**src/rtl/gpr_pkg.sv**
```systemverilog
// Shared constants and helpers for the multi-port general-purpose register file.
// Scoreboard operation codes are shared so every busy-bit update reads the same way.
package gpr_pkg;

    localparam int unsigned ZERO_REG = 0;

    typedef enum logic [1:0] {
        SB_KEEP  = 2'd0,
        SB_CLEAR = 2'd1,
        SB_SET   = 2'd2
    } sb_op_e;

    function automatic int unsigned gpr_aw(input int unsigned depth);
        return (depth < 2) ? 1 : $clog2(depth);
    endfunction

    // Saturation value of a cw-bit counter; counters wider than 32 bits are not supported.
    function automatic logic [31:0] ovf_sat(input int unsigned cw);
        return (cw >= 32) ? 32'hFFFF_FFFF : ((32'd1 << cw) - 32'd1);
    endfunction

endpackage

```
**src/rtl/gpr_wsel.sv**
```systemverilog
// Priority write selector: reports whether any effective write targets addr and,
// if so, the data of the highest-indexed such write.
module gpr_wsel
    import gpr_pkg::*;
#(
    parameter int W  = 32,
    parameter int AW = 5,
    parameter int NW = 2
) (
    input  logic [NW-1:0]    we,
    input  logic [NW-1:0]    wovf,
    input  logic [NW*AW-1:0] wa,
    input  logic [NW*W-1:0]  wd,
    input  logic [AW-1:0]    addr,
    output logic             hit,
    output logic [W-1:0]     data
);

    always_comb begin
        hit  = 1'b0;
        data = '0;
        // Ascending scan so the highest matching port overrides earlier ones.
        for (int k = 0; k < NW; k++) begin
            if (we[k] && !wovf[k] && (wa[k*AW +: AW] == addr)
                && (addr != AW'(ZERO_REG))) begin
                hit  = 1'b1;
                data = wd[k*W +: W];
            end
        end
    end

endmodule

```
**src/rtl/gpr_mp.sv**
```systemverilog
// Multi-port register file with priority writes, optional write-to-read bypass,
// overflow accounting and a per-register busy scoreboard.
module gpr_mp
    import gpr_pkg::*;
#(
    parameter int W      = 32,
    parameter int DEPTH  = 32,
    parameter int NR     = 2,
    parameter int NW     = 2,
    parameter int BYPASS = 1,
    parameter int CW     = 8,
    localparam int AW    = gpr_aw(DEPTH)
) (
    input  logic             clk,
    input  logic             rst_n,
    input  logic [NR*AW-1:0] ra,
    output logic [NR*W-1:0]  rd,
    output logic [NR-1:0]    rbusy,
    input  logic [NW-1:0]    we,
    input  logic [NW*AW-1:0] wa,
    input  logic [NW*W-1:0]  wd,
    input  logic [NW-1:0]    wovf,
    input  logic             rsv_en,
    input  logic [AW-1:0]    rsv_a,
    input  logic             ovf_clr,
    output logic             ovf_flag,
    output logic [CW-1:0]    ovf_cnt
);

    localparam logic [CW-1:0] CNT_MAX = CW'(ovf_sat(CW));

    logic [W-1:0]     regs_reg [DEPTH];
    logic             reg_hit  [DEPTH];
    logic [W-1:0]     reg_wdata[DEPTH];
    logic [DEPTH-1:0] busy_reg;
    logic [DEPTH-1:0] busy_next;
    sb_op_e           sb_op    [DEPTH];
    logic             ovf_event;
    logic             ovf_flag_reg;
    logic [CW-1:0]    ovf_cnt_reg;

    // Per-register write decode; register 0 never sees a hit.
    for (genvar gi = 0; gi < DEPTH; gi++) begin : g_reg_sel
        gpr_wsel #(
            .W  (W),
            .AW (AW),
            .NW (NW)
        ) u_wsel (
            .we   (we),
            .wovf (wovf),
            .wa   (wa),
            .wd   (wd),
            .addr (AW'(gi)),
            .hit  (reg_hit[gi]),
            .data (reg_wdata[gi])
        );
    end

    always_ff @(posedge clk or negedge rst_n) begin
        if (!rst_n) begin
            for (int r = 0; r < DEPTH; r++) begin
                regs_reg[r] <= '0;
            end
        end else begin
            for (int r = 0; r < DEPTH; r++) begin
                if (reg_hit[r]) begin
                    regs_reg[r] <= reg_wdata[r];
                end
            end
        end
    end

    // Any write attempt (suppressed or not) retires the producer; a reserve wins.
    always_comb begin
        for (int r = 0; r < DEPTH; r++) begin
            sb_op[r] = SB_KEEP;
            for (int k = 0; k < NW; k++) begin
                if (we[k] && (wa[k*AW +: AW] == AW'(r))) begin
                    sb_op[r] = SB_CLEAR;
                end
            end
            if (rsv_en && (rsv_a == AW'(r))) begin
                sb_op[r] = SB_SET;
            end
            if (r == ZERO_REG) begin
                sb_op[r] = SB_KEEP;
            end
        end
    end

    always_comb begin
        busy_next = busy_reg;
        for (int r = 0; r < DEPTH; r++) begin
            case (sb_op[r])
                SB_SET:   busy_next[r] = 1'b1;
                SB_CLEAR: busy_next[r] = 1'b0;
                default:  busy_next[r] = busy_reg[r];
            endcase
        end
    end

    always_ff @(posedge clk or negedge rst_n) begin
        if (!rst_n) begin
            busy_reg <= '0;
        end else begin
            busy_reg <= busy_next;
        end
    end

    for (genvar gi = 0; gi < NR; gi++) begin : g_read
        logic [AW-1:0] rsel;
        logic [W-1:0]  stored;

        assign rsel        = ra[gi*AW +: AW];
        assign stored      = regs_reg[rsel];
        assign rbusy[gi]   = busy_reg[rsel];

        if (BYPASS != 0) begin : g_bypass
            logic         byp_hit;
            logic [W-1:0] byp_data;

            gpr_wsel #(
                .W  (W),
                .AW (AW),
                .NW (NW)
            ) u_wsel (
                .we   (we),
                .wovf (wovf),
                .wa   (wa),
                .wd   (wd),
                .addr (rsel),
                .hit  (byp_hit),
                .data (byp_data)
            );

            assign rd[gi*W +: W] = byp_hit ? byp_data : stored;
        end else begin : g_direct
            assign rd[gi*W +: W] = stored;
        end
    end

    assign ovf_event = |(we & wovf);

    // A clear and an event in the same cycle leave exactly one event recorded.
    always_ff @(posedge clk or negedge rst_n) begin
        if (!rst_n) begin
            ovf_flag_reg <= 1'b0;
            ovf_cnt_reg  <= '0;
        end else if (ovf_clr) begin
            ovf_flag_reg <= ovf_event;
            ovf_cnt_reg  <= ovf_event ? CW'(1) : '0;
        end else if (ovf_event) begin
            ovf_flag_reg <= 1'b1;
            if (ovf_cnt_reg != CNT_MAX) begin
                ovf_cnt_reg <= ovf_cnt_reg + CW'(1);
            end
        end
    end

    assign ovf_flag = ovf_flag_reg;
    assign ovf_cnt  = ovf_cnt_reg;

endmodule

```
**config.mk**
```make
export PLATFORM = sky130hd
export DESIGN_NAME = gpr_mp
export DESIGN_NICKNAME = d
export VERILOG_FILES = /design/src/rtl/gpr_pkg.sv /design/src/rtl/gpr_wsel.sv /design/src/rtl/gpr_mp.sv
export SDC_FILE = /design/constraint.sdc
export NUM_CORES = 2
export LEC_CHECK = 0
export ABC_CLOCK_PERIOD_IN_PS = 2700
export BUFFER_PORTS_ARGS = -buffer_cell sky130_fd_sc_hd__buf_4
export CAP_MARGIN = 0
export CORE_MARGIN = 2
export CORE_UTILIZATION = 49
export DETAILED_ROUTE_END_ITERATION = 6
export GPL_TIMING_DRIVEN = 1
export PLACE_DENSITY_LB_ADDON = 0.08
export RECOVER_POWER = 50
export SLEW_MARGIN = 25
export SYNTH_ARGS = -nofsm -noshare
export SYNTH_HDL_FRONTEND = slang
export SYNTH_SLANG_ARGS = --single-unit
```
**constraint.sdc**
```tcl
create_clock -name clk -period 2.7 [get_ports clk]
set_input_delay 0.405 -clock clk [delete_from_list [all_inputs] [get_ports clk]]
set_output_delay 0.405 -clock clk [all_outputs]
set_load 0.02 [all_outputs]
```
; Word level (Yosys, flattened, before mapping)
; Index checks and enable logic that the tools add are counted.
[classes]
add_sub_neg = 1
n_eq_ne = 160
magnitude_cmp = 4
mux = 274
reduce_logical = 204
n_bitwise = 3
[op_table]
columns = cell, n
row1 = two-way mux 32 bit, 72
row2 = binary-select mux 32 bit (select 5 bit), 2
row3 = equality test 5 bit (second input constant), 48
row4 = logical AND 1 bit, 165
row5 = two-way mux 2 bit, 62
row6 = equality test 5 x 4 -> 1 bit (second input constant), 24
row7 = two-way mux 1 bit, 102
row8 = nonzero test 2 bit, 33
row9 = equality test 2 x 1 -> 1 bit (second input constant), 31
row10 = equality test 2 bit (second input constant), 31
row11 = case mux 1 bit (2 select lines), 31
row12 = equality test 5 x 3 -> 1 bit (second input constant), 12
row13 = equality test 5 x 2 -> 1 bit (second input constant), 6
row14 = two-way mux 8 bit, 3
row15 = equality test 5 bit, 4
row16 = equality test 5 x 1 -> 1 bit (second input constant), 3
row17 = >= comparator 6 bit (second input constant), 2
row18 = less-than comparator 5 x 6 -> 1 bit (second input constant), 2
row19 = inverter 5 -> 6 bit, 2
row20 = binary-select mux 1 bit (select 5 bit), 2
row21 = nonzero test 5 bit, 2
row22 = adder 8 x 1 -> 8 bit (second input constant), 1
row23 = inequality test 8 bit (second input constant), 1
row24 = AND 2 bit, 1
row25 = other kinds (3), 4
[word_totals]
regBits = 1032
input_bits = 97
output_inout_bits = 75
word_cells = 710

; Logic depth before layout (Yosys ltp)
[depth]
depth_word = 7
mapped_depth = 10
depth_no_buf = 5

; By module
; A second synthesis with hierarchy kept.
[unflattened]
cells_unflattened = 7682
hier_area_um2 = 90282.8
[by_module_without_submodules]
columns = module, cells_per_inst, instances, area_each_um2, seq_area_each_um2
row1 = gpr_mp, 4554, 1, 59015.4, 26625.5
row2 = gpr_wsel, 92, 34, 919.6, 0.0

; Least setup slack after synthesis
; Ideal clock, no wire load.
[synth_path]
path_type = input -> output
startpoint = input port ra[5]
endpoint = output port rd[49]
path_slack_ns = -0.280
arrival_time_ns = 2.575
n_path_buf = 3
required_time_ns = 2.295
stages = 7
path_cell_list = buf_2 -> buf_2 -> buf_1 -> mux4_2 -> mux4_2 -> nand4_1 -> nand4_1
[synth_via]
elab_chain_len = 6
elab_cells_between_ends = 16
cone_classes = eq/ne (2) / mux (8) / bitwise (1) / reduce/logical (5)
[synth_rtl]
columns = element, line_no
row1 = from (decl), gpr_mp.sv:16  ; input logic [NR*AW-1:0] ra,
row2 = branches (longest 5 deep; another with binary-select mux 32 bit (select 5 bit)), n/a
row3 = two-way mux 32 bit *, gpr_mp.sv:136  ; assign rd[gi*W +: W] = byp_hit ? byp_data : stored;
row4 = to (decl), gpr_mp.sv:17  ; output logic [NR*W-1:0] rd,
; Every way passes the cells marked *. The select of a mux whose other input is x is not followed.

; Final worst setup path
[layout_path]
startpoint = register regs_reg[7] in the netlist's numbering
endpoint = output port rd[7]
[layout_via]
elab_chain_len = 4
[layout_rtl]
columns = element, line_no
row1 = from (decl), gpr_mp.sv:32  ; logic [W-1:0] regs_reg [DEPTH];
row2 = "from (signal, indexed assignment)", gpr_mp.sv:67  ; regs_reg[r] <= reg_wdata[r];
row3 = binary-select mux 32 bit (select 5 bit), gpr_mp.sv:115  ; assign stored = regs_reg[rsel];
row4 = two-way mux 32 bit (implied by the code) (2 in series), gpr_mp.sv:115
row5 = two-way mux 32 bit, gpr_mp.sv:136
; Every way passes these cells. The select of a mux whose other input is x is not followed.

==> impl_metrics.env <==
export IMPL_dr_pass1_iters=7
export IMPL_synth_mux_area_fraction_pct=34.2
export IMPL_finalHoldViolCount=0
export IMPL_grt_pass1_vias=56100
export IMPL_dr_wl_met2_um=127000
export IMPL_syn_instance_count=6413
export IMPL_synth_sequential_area_ratio_pct=39.0
export IMPL_route_final_wire_length_um=293000
export IMPL_grt_resource_usage_total_pct=42.1
export IMPL_hp_start="wd[10]"
export IMPL_critical_path_max_fanout=2
export IMPL_synth_simple_gate_area_share_pct=9.26
export IMPL_crit_reg2reg_launch="ovf_cnt[0]$_DFFE_PN0P_"
export IMPL_drt_iter0_markers=7721
export IMPL_violations="design-rule violations, negative setup slack"
export IMPL_globalRoute_totalOverflow=0
export IMPL_detailed_place_hpwl_um=181000
export IMPL_most_used_standard_cell_by_instance_count_after_synthesis="mux2i_1"
export IMPL_synthDominantAreaCellType="dfrtp_1"
export IMPL_tightestPinTransition_ns=1.28
export IMPL_clock_sink_count=1032
export IMPL_core_area_um2=134000
export IMPL_crit_start="regs_reg[7]$_DFFE_PN0P_"
export IMPL_cp_arrival_ns=3.00
export IMPL_clk_root_buffer_cell="clkbuf_16"
export IMPL_timing_max_slew_rel_slack_pct=14.4
export IMPL_filler_cell_count=11100
export IMPL_placed_cell_area_um2=74400
export IMPL_die_area_um2=138000
export IMPL_vdd_ir_drop_max_v=0.000555
export IMPL_ctsHtreeMaxLevel=3
export IMPL_ys_warnings_count=0
export IMPL_core_rows=134
export IMPL_seqPwrFrac_pct=40.5
export IMPL_cts_path_max_buffers=3
export IMPL_met3WireLength_um=32900
export IMPL_cts_reportedPaths_clkPinSlew_ns=0.06
export IMPL_fin_util_pct=60.3
export IMPL_gp_weighted_congestion=0.984
export IMPL_die_width_um=372
export IMPL_power_combinational_fraction_pct=26.8
export IMPL_postSynth_asyncResetShare_pct=100
export IMPL_max_freq_mhz=294
export IMPL_synthesis_area_um2=66300
export IMPL_synthTopCellsByArea="dfrtp_1, mux2i_1, mux4_2, o21ai_0, nand2_1"
export IMPL_drt_vias_per_instance=6.83
export IMPL_die_height_um=372
export IMPL_fin_worst_skew_ns=0.00681
export IMPL_grt_antenna_before_repair=9
export IMPL_synth_top_family_by_area="multiplexers"
export IMPL_post_synth_top_area_share_pct=39.0
export IMPL_power_switching_fraction_pct=30.9
export IMPL_worstSetupPathType="reg2out"
export IMPL_grt_pass1_wl_um=414000
export IMPL_fin_nets=6739
export IMPL_post_route_min_period_ns=3.40
export IMPL_final_cell_area_um2=80600
export IMPL_compound_gate_fraction_of_synth_area_pct=12.2
export IMPL_drt_met1_wl_um=109000
export IMPL_syn_to_final_growth_pct=21.7
export IMPL_number_of_nets_produced_by_synthesis=6511
export IMPL_detail_route_antenna_nets=0
export IMPL_fraction_of_layout_cells_with_a_size_suffix_above_1_pct=27.3
export IMPL_net_switching_power_uw=16900
export IMPL_power_per_cell_area_nw_per_um2=679
export IMPL_initial_core_util_pct=49.5
export IMPL_post_synth_fa_ha_maj_area_fraction_pct=0.0189
export IMPL_unrepaired_setup_endpoints_after_global_routing="yes"
export IMPL_grt_start_max_net_pins=85
export IMPL_totalNegativeSetupSlack_ns=-25.62
export IMPL_final_setup_viol_count=66
export IMPL_tritoncts_clock_tree="done"
export IMPL_clock_insertion_delay_worst_skew_ns=0.76
export IMPL_postSynthAreaPerCell_um2=10.3
export IMPL_crit_path_start_kind="flop"
export IMPL_io_buffer_count=171
export IMPL_synth_edf_count=0
export IMPL_synthTopCellsByCount="mux2i_1, dfrtp_1, nand2_1, o21ai_0, nor2_1"
export IMPL_top_metal_layer_carrying_routed_signals="met5"
export IMPL_top_level_ports=172
export IMPL_netlist_cell_type_count=61
export IMPL_critPathCaptureType="primary output"
export IMPL_power_leakage_uw=0.0354
export IMPL_p_int_uw=37800
export IMPL_post_synth_xor_area_fraction_pct=0.330
export IMPL_vias=58100
export IMPL_timing_final_crit_share_pct=126
export IMPL_route_detailed_drc=3
export IMPL_worstPathRequired_ns=2.30
export IMPL_timing_final_max_slew_violations=0
export IMPL_run_status="complete, but fails checks"
export IMPL_largest_register_ff_count=992
export IMPL_post_route_worst_setup_slack_ns=-0.703
export IMPL_synth_seq_cells=1032
export IMPL_ys_flop_type="dfrtp_1"
export IMPL_min_delay_path_class="in2reg"
export IMPL_cts_buffers=119
export IMPL_power_clock_fraction_pct=32.7
export IMPL_max_cap_viol=0
export IMPL_routed_wire_length_per_instance_um=34.4
export IMPL_report_power_total_uw=54700
## kinds of logic after synthesis
logic type                 after synthesis
muxes                                 1676
and+or+nand+nor                       1484
AOI/OAI and AO/OA                     1382
DFF                                   1032
buffers and inverters                  813
xor gates and xnor gates                25
adders and majority gates                1
## path summary, 6_finish.rpt
kind	end	slack [ns]	depth (start not counted)
min in group asynchronous	regs_reg[24]$_DFFE_PN0P_	0.47	2
min reg2reg	busy_reg[27]$_DFFE_PN0P_	0.52	2
max in group asynchronous	regs_reg[198]$_DFFE_PN0P_	0.18	4
max	rd[7]	-0.70	6
max reg2reg	ovf_cnt[6]$_DFFE_PN0P_	0.69	5
min	regs_reg[938]$_DFFE_PN0P_	0.05	3
## per-layer routing
layer  global-route usage, %  up-vias
met5                       0        -
met4                    29.0        4
met3                    10.6     1083
met2                    61.8     3883
met1                    54.7    29100
li1                        -    24000
## cells in the final DEF (no fill, tap or decap), types with 16 or more instances in the layout
master / n
nand3_1: 38
mux2i_1: 1131
clkinv_2: 24
o21ai_0: 574
nor2_4: 31
o21ai_1: 26
a221oi_1: 34
buf_6: 79
clkbuf_8: 29
nand2_4: 26
clkbuf_1: 31
a22oi_1: 49
a21oi_1: 431
mux2_2: 57
inv_1: 21
nand2_1: 700
a221oi_2: 33
mux4_2: 462
and2_1: 19
a22o_1: 21
dfrtp_1: 1032
nand2b_1: 22
a221o_1: 35
nor3_1: 16
o211ai_1: 39
buf_4: 570
nor2_1: 481
nand4_1: 60
buf_12: 179
nor2b_1: 18
clkbuf_16: 126
bufinv_16: 18
## area by class of cell
| type | count | area [um2] | area share, % |
|---|---|---|---|
| clock buffer | 171 | 3550 | 4.40 |
| sequential | 1032 | 25800 | 32.0 |
| antenna | 7 | 17.5 | 0.0217 |
| tap | 1768 | 2210 | 2.74 |
| multi-input combinational | 4568 | 38700 | 48.0 |
| inverter | 27 | 104 | 0.129 |
| clock inverter | 47 | 712 | 0.883 |
| timing repair buffer | 893 | 9490 | 11.8 |
## per-stage QoR
step,setup WS [ns],hold slack [ns],cells
2_1_floorplan,-0.0217,0.109,6413
3_3_place_gp,-0.756,0.383,8196
3_5_place_dp,-0.788,0.373,8196
4_1_cts,-0.659,0.0213,8488
5_1_grt,-0.730,0.0531,8511
6_report,-0.703,0.0480,8513
## critical path: stages, from the launching register on
cell	delay [ns]
dfrtp_1	0.40
mux4_2	0.48
mux4_2	0.51
nor2b_4	0.17
nor4_2	0.08
a221o_2	0.42
buf_6	0.17
## timing repair
action / CTS / global route
hold buffers: 12 / 0
pin swaps: 98 / 54
buffers inserted: 70 / 16
setup endpoints to repair: 66 / 66
resized for setup: 218 / 72
endpoints found under the hold margin: 226 / 0
cloned: 3 / 3
## power by group through the flow
| stage | clock network [uW] | registers, uW | logic, uW |
|---|---|---|---|
| floorplan | 0 | 21100 | 9450 |
| global placement | 0 | 22100 | 13000 |
| detailed placement | 0 | 22200 | 13300 |
| CTS | 18000 | 22000 | 14300 |
| global route | 18600 | 22500 | 15700 |
| finish | 17900 | 22200 | 14700 |
No activity file was read; power rests on OpenSTA's default activity.
